$ cat src/rtl/oam_dma.sv
// oam_dma: NES sprite DMA engine and shared bus mux.
// A CPU write to DMA_REG copies 256 bytes from CPU page {XX,00..FF} into the
// PPU OAM data port, stalling the CPU for the whole copy.
module oam_dma #(
  parameter logic [15:0] DMA_REG  = 16'h4014,
  parameter logic [15:0] OAM_DATA = 16'h2004,
  parameter int          BYTES    = 256
) (
  input  logic        clock,
  input  logic        reset,
  input  logic [15:0] cpu_address,
  input  logic [7:0]  cpu_out,
  input  logic        cpu_we,
  input  logic        cpu_rd,
  input  logic [7:0]  mem_in,
  output logic [15:0] bus_address,
  output logic [7:0]  bus_out,
  output logic        bus_we,
  output logic        bus_rd,
  output logic        lock_cpu,
  output logic        busy
);

  typedef enum logic [2:0] {
    IDLE,
    HALT,
    ALIGN,
    READ,
    WRITE
  } state_t;

  localparam logic [8:0] LAST_IDX = 9'(BYTES - 1);

  state_t      r_state;
  state_t      w_next;
  logic        r_phase;
  logic [7:0]  r_page;
  logic [8:0]  r_idx;
  logic        w_trigger;
  logic        w_lastByte;

  // A trigger is only accepted while idle; writes during a copy are ignored.
  assign w_trigger  = (r_state == IDLE) && cpu_we && (cpu_address == DMA_REG);
  assign w_lastByte = (r_idx == LAST_IDX);
  assign busy       = lock_cpu;

  // Free-running get/put parity toggle.
  always_ff @(posedge clock or posedge reset) begin
    if (reset) begin
      r_phase <= 1'b0;
    end else begin
      r_phase <= ~r_phase;
    end
  end

  // State register.
  always_ff @(posedge clock or posedge reset) begin
    if (reset) begin
      r_state <= IDLE;
    end else begin
      r_state <= w_next;
    end
  end

  // Source page latch and byte index; index advances once per OAM write.
  always_ff @(posedge clock or posedge reset) begin
    if (reset) begin
      r_page <= 8'h00;
      r_idx  <= 9'd0;
    end else if (w_trigger) begin
      r_page <= cpu_out;
      r_idx  <= 9'd0;
    end else if (r_state == WRITE) begin
      r_idx <= r_idx + 9'd1;
    end
  end

  // Next-state logic and bus mux: CPU passes through when idle, DMA owns the bus otherwise.
  always_comb begin
    w_next      = r_state;
    bus_address = cpu_address;
    bus_out     = cpu_out;
    bus_we      = cpu_we;
    bus_rd      = cpu_rd;
    lock_cpu    = 1'b0;

    if (r_state != IDLE) begin
      lock_cpu    = 1'b1;
      bus_address = {r_page, r_idx[7:0]};
      bus_out     = 8'h00;
      bus_we      = 1'b0;
      bus_rd      = 1'b0;
    end

    case (r_state)
      IDLE: begin
        if (w_trigger) begin
          w_next = HALT;
        end
      end
      HALT: begin
        w_next = r_phase ? ALIGN : READ;
      end
      ALIGN: begin
        w_next = READ;
      end
      READ: begin
        bus_rd = 1'b1;
        w_next = WRITE;
      end
      WRITE: begin
        bus_address = OAM_DATA;
        bus_out     = mem_in;
        bus_we      = 1'b1;
        w_next      = w_lastByte ? IDLE : READ;
      end
      default: begin
        w_next = IDLE;
      end
    endcase
  end

endmodule

$ cat config.mk
export PLATFORM = sky130hd
export DESIGN_NAME = oam_dma
export DESIGN_NICKNAME = d
export VERILOG_FILES = /design/src/rtl/oam_dma.sv
export SDC_FILE = /design/constraint.sdc
export NUM_CORES = 1
export LEC_CHECK = 0
export ABC_CLOCK_PERIOD_IN_PS = 2000
export CAP_MARGIN = 20
export CORE_MARGIN = 1.5
export CORE_UTILIZATION = 40
export CTS_CLUSTER_DIAMETER = 30
export DETAILED_ROUTE_END_ITERATION = 7
export GPL_TIMING_DRIVEN = 0
export HOLD_SLACK_MARGIN = 0.02
export PLACE_DENSITY = 0.78
export SYNTH_ARGS = -nofsm -noshare
export SYNTH_HDL_FRONTEND = slang
export SYNTH_SLANG_ARGS = --single-unit
$ cat constraint.sdc
create_clock -name clock -period 2 [get_ports clock]
set_input_delay 0.3 -clock clock [delete_from_list [all_inputs] [get_ports clock]]
set_output_delay 0.3 -clock clock [all_outputs]
set_load 0.03 [all_outputs]
==> metrics.txt, run 1 <==
Starting DRT DRC Count=50; Die Wd=60.3 um; # IOs=64; Layout Nets=244; dominant cells by area after synthesis=dfrtp_1 (40%), a22o_1 (15%), mux2_2 (6.0%); largest net degree at the start of global routing=22; CORE AREA=3080 um2; hold crit path type=primary input to asynchronous set/reset pin; critical path's top delay family=flip-flops; Slew @ Worst Pin=850 ps; vias in the first global route=1394; Vias per Instance=5.33; Seq/Total Area, Yosys=40.1%; DR DRC count=0; Cell Area, Synth=1310 um2; Post-synth top flop=dfrtp_1; PwrDens=1380 nW/um2; GRT overflow=0; number of synthesized flops with an enable pin=0; worst r2r src=r_state[1]; Crit Path Category=register to output port; Final Skew=2.58 ps; critical path depth in cells=5; TritonCTS buffer count=3; quantity of hold-fixing buffers added after cts=0; Max Cap Viol=0; CP bufs+invs=3; crit path to=bus_we; Synth Register Bits=21; CP endpoint kind=output port; Peak VDD IR=0.000955 V; final setup violation count=6; H-tree levels=1; Yosys warnings=0; Clk Latency, worst-skew pair=320 ps; Die H=60.3 um; CTS tree=yes; normalized max-slew margin=43.3%; syn nets=158; Worst EP arrival=1730 ps; P_leak=1.11 nW; share of the synthesized area in the top cell type=40.1%; Syn Inst Count=120; Antenna diodes=0; Sink Count=21; root buffer cell=clkbuf_4; layout cells sized above 1=40.0%; Required @ worst endpoint=1700 ps; Overall Global Routing Usage=25.9%; fin crit period=2030 ps; post-route setup slack=-29.7 ps; routed vias=1326; # port buffers=63; CP Launch Type=register; final WL=4330 um; final worst-path cycle share=101%; initial antenna violation count=0; first-pass GRT wire length=6730 um; Fmax achieved=493 MHz; Final Hold Viols=0; synth unique cells=38; syn avg cell area=10.9 um2; ANT nets after route=0; most frequent cells after synthesis=a22o_1 (22), dfrtp_1 (21), nor2_1 (8); Slew Viols, Final=0; Inst Count DP=227; Worst R2R Path Depth=6; CP startpoint=r_state[1]; fin cells=249; HPWL Detailed=3040 um; dpl cell area=2000 um2; RSZ-0062 raised after global routing=true; Async SR Flop Fraction=100%; CP cell instances=buf_4, or3b_1, buf_6, nand2_1, clkbuf_4; Final Util=73.7%; most frequent cell after synthesis=a22o_1; cell type with the highest aggregate area in the netlist=dfrtp_1; Worst path slowest cell=dfrtp_2; Die ar.=3630 um2; Layout area overhead=73.0%; Filler cells=238; Worst-path clk slew=130 ps; crit-path max FO=7; Initial DRT Pass Iterations=4; violated checks=negative setup slack; fin area=2270 um2; FP Rows=20; FF-to-FF End=r_page[5]; R2R Setup Slk=190 ps; gpl congestion=0.789; Worst path max stage delay=490 ps; Longest Clk Path Bufs=2; status=finished with violations; initial core utilization=42.6%; Total Neg Setup Slack=-41.6 ps; wire per inst=17.4 um
## metrics by stage
step                setup slack [ps]  hold WS, ps  power, mW
detailed placement              -417          414       2.39
global placement                -412          412       2.38
floorplan                        317          277       1.68
global route                   -87.4          459       3.27
finish                         -29.7          431       3.12
CTS                             1.92          433       2.78
## cell type report
class	count	area [um2]	area share [%]
plain buffers	7	91.3	4.03
clock buffers	3	22.5	0.993
clock inverters	1	5.00	0.221
inverters	4	15.0	0.662
multi-input cells	87	724	31.9
flip-flops and latches	21	529	23.3
well taps	44	55.1	2.43
repair buffers	82	826	36.4
## flip-flops by register name, indices dropped and copies added (netlist names)
name and cells:
r_state 3, r_idx 9, r_phase 1, r_page 8
## report_power, final
| group | leakage (nW) | total [mW] | internal [mW] | switching [mW] |
|---|---|---|---|---|
| registers | 0.276 | 0.590 | 0.491 | 0.0992 |
| logic | 0.812 | 2.31 | 1.14 | 1.17 |
| clock network | 0.0177 | 0.224 | 0.0751 | 0.149 |
| total | 1.11 | 3.12 | 1.70 | 1.42 |
## worst min path at each step
stage                     depth (start not counted)         to
after floorplan                                   1   r_idx[0]
after global placement                            1    r_phase
after detailed placement                          1    r_phase
after CTS                                         1    r_phase
after global routing                              1    r_phase
final                                             2  r_page[1]
## placed cells by master, fill, tap and decap left out, drive strengths merged
cell type,netlist,final
nor2,11,11
mux2,8,8
nor3b,2,2
and3,1,1
nor3,3,3
xnor2,4,4
ha,2,2
nand2,8,8
dfrtp,21,21
xor2,3,3
o221ai,1,1
nor4bb,1,1
clkdlybuf4s50,0,35
a21o,1,1
a21oi,1,1
clkbuf,3,5
dlygate4sd2,0,1
clkinv,0,1
buf,5,51
nand3,2,2
nor4b,1,1
nor4,2,2
a22o,22,22
and3b,1,1
nand4,4,4
o22a,2,2
o21bai,1,1
inv,4,4
nor2b,1,1
or2,1,1
and2b,1,1
or3b,2,2
o21ai,1,1
## repair_timing
item                       4_1_cts  5_1_grt
gates cloned                     1        2
setup endpoints to repair       28       27
pin swaps                        8       12
buffers inserted                 6       10
hold endpoints to repair         0        0
gates resized for setup        174       41
## layer usage
layer  part of all wire, %  track usage (%)  up-vias
met2                    47             41.5       65
met1                    41             32.5      642
met4                   2.4             11.4        0
li1                      -                -      611
met5                     0                0        -
met3                   9.3             6.71        8
## kinds of logic after synthesis
logic type               after synthesis  synth area share [%]
flip-flops                            21                  40.1
AND/OR/NAND/NOR                       41                  21.9
AO/OA/AOI/OAI                         29                  18.6
buffers and inverters                 12                  5.73
XOR/XNOR                               7                  4.68
adder cells (fa/ha/maj)                2                  1.91
multiplexers                           8                  7.16
Power figures use the tool's default switching activity.
==> run 2: changes to the inputs <==
CORE_MARGIN = unset   (was 1.5)
==> run 2 against run 1 <==
The flow now finishes without violations. Combinational power shrank 18%. Die area shrank 3.3%. Sequential share of layout area grew 2.5 points. Setup slack gained 53 ps. Routed wire length shrank 6.9%. Design area shrank 9.8%. Clock-buffer cell count is the same.
==> metrics.txt, run 2 (synthesis results as in run 1) <==
Required @ worst endpoint=1700 ps; CTS tree=yes; Initial DRT Pass Iterations=4; hold crit path type=primary input to asynchronous set/reset pin; CP Launch Type=register; fin crit period=1980 ps; initial core utilization=42.6%; DR DRC count=0; first-pass GRT wire length=6290 um; Antenna diodes=0; Fmax achieved=506 MHz; Sink Count=21; Worst R2R Path Depth=7; root buffer cell=clkbuf_4; crit-path max FO=6; largest net degree at the start of global routing=22; Die Wd=59.3 um; Longest Clk Path Bufs=2; Peak VDD IR=0.000755 V; P_leak=1.02 nW; max reg flops=9; most flop-heavy register=r_idx; CP endpoint kind=output port; initial antenna violation count=0; Die ar.=3510 um2; quantity of hold-fixing buffers added after cts=0; Crit Path Category=register to output port; normalized max-slew margin=45.1%; final WL=4040 um; Vias per Instance=5.33; Final Hold Viols=0; Final Skew=7.59 ps; layout cells sized above 1=37.1%; CORE AREA=3080 um2; most common cell after layout, fill and taps aside=clkdlybuf4s50_1; Worst EP arrival=1680 ps; Filler cells=259; Overall Global Routing Usage=24.5%; Starting DRT DRC Count=41; GRT overflow=0; Inst Count DP=227; Total Neg Setup Slack=0 ps; gpl congestion=0.825; FP Rows=20; routed vias=1269; wire per inst=17.0 um; Layout Nets=233; Die H=59.3 um; Top Registers=r_idx x9, r_page x8, r_state x3; vias in the first global route=1295; final setup violation count=0; status=finished clean; Slew @ Worst Pin=823 ps; final worst-path cycle share=98.8%; # IOs=64; ANT nets after route=0; Layout area overhead=56.0%; RSZ-0062 raised after global routing=true; HPWL Detailed=3050 um; most frequent cells in the layout=clkdlybuf4s50_1 (35), a22o_1 (22), buf_2 (19); # port buffers=63; PwrDens=1320 nW/um2; Clk Latency, worst-skew pair=320 ps; Slew Viols, Final=0; Max Cap Viol=0; Worst-path clk slew=130 ps; fin cells=238; TritonCTS buffer count=3; H-tree levels=1
run 2: worst paths after layout:
kind                            start        endpoint  slack (ps)
max in group asynchronous       reset      r_state[2]        1000
min in group clock            r_phase         r_phase         450
hold reg to reg               r_phase         r_phase         450
hold / removal                  reset       r_page[2]         440
setup reg to reg           r_state[2]       r_page[5]         140
setup / recovery           r_state[2]  bus_address[2]          20
run 2: layout make-up:
type / instances / area (um2) / area share [%]
plain buffers: 7 / 88.8 / 4.34
clock buffers: 3 / 22.5 / 1.10
well taps: 44 / 55.1 / 2.69
inverters: 4 / 17.5 / 0.856
multi-input cells: 87 / 724 / 35.4
clock inverters: 1 / 5.00 / 0.245
flip-flops and latches: 21 / 529 / 25.9
repair buffers: 71 / 603 / 29.5
run 2: per-stage QoR:
step	hold WS, ps	utilization, %	setup slack [ps]	instance area (um2)	power (mW)
2_1_floorplan	277	-	317	1310	1.68
3_3_place_gp	412	64.9	-431	2000	2.38
3_5_place_dp	435	64.9	-461	2000	2.40
4_1_cts	452	66.6	-13.0	2050	2.67
5_1_grt	473	66.5	-20.4	2050	2.81
6_report	437	66.5	23.3	2050	2.70
run 2: layer usage:
| layer | GRT usage (%) | vias to the layer above | wire length (um) |
|---|---|---|---|
| met5 | 0 | - | 0 |
| met4 | 6.80 | 0 | 65 |
| met3 | 6.55 | 7 | 302 |
| met2 | 41.4 | 57 | 1970 |
| met1 | 30.7 | 613 | 1700 |
| li1 | - | 592 | - |
run 2: power by group:
part           switching (mW)  total (mW)  internal, mW  leakage, nW
Clock                   0.145       0.220        0.0749       0.0177
Combinational            1.09        1.89         0.792        0.725
Sequential             0.0986       0.590         0.491        0.276
Total                    1.34        2.70          1.36         1.02
run 2: critical path: stages (launching register included):
cell     delay [ps]
dfrtp_2         480
nor3_4          240
buf_6           130
buf_6           120
inv_4            50
o22a_1          200
buf_6           150
run 2: repair_timing:
action,in CTS,in global routing
setup endpoints to repair,28,25
pin swaps,1,4
gates cloned,0,0
buffers inserted,4,4
resized for setup,138,35
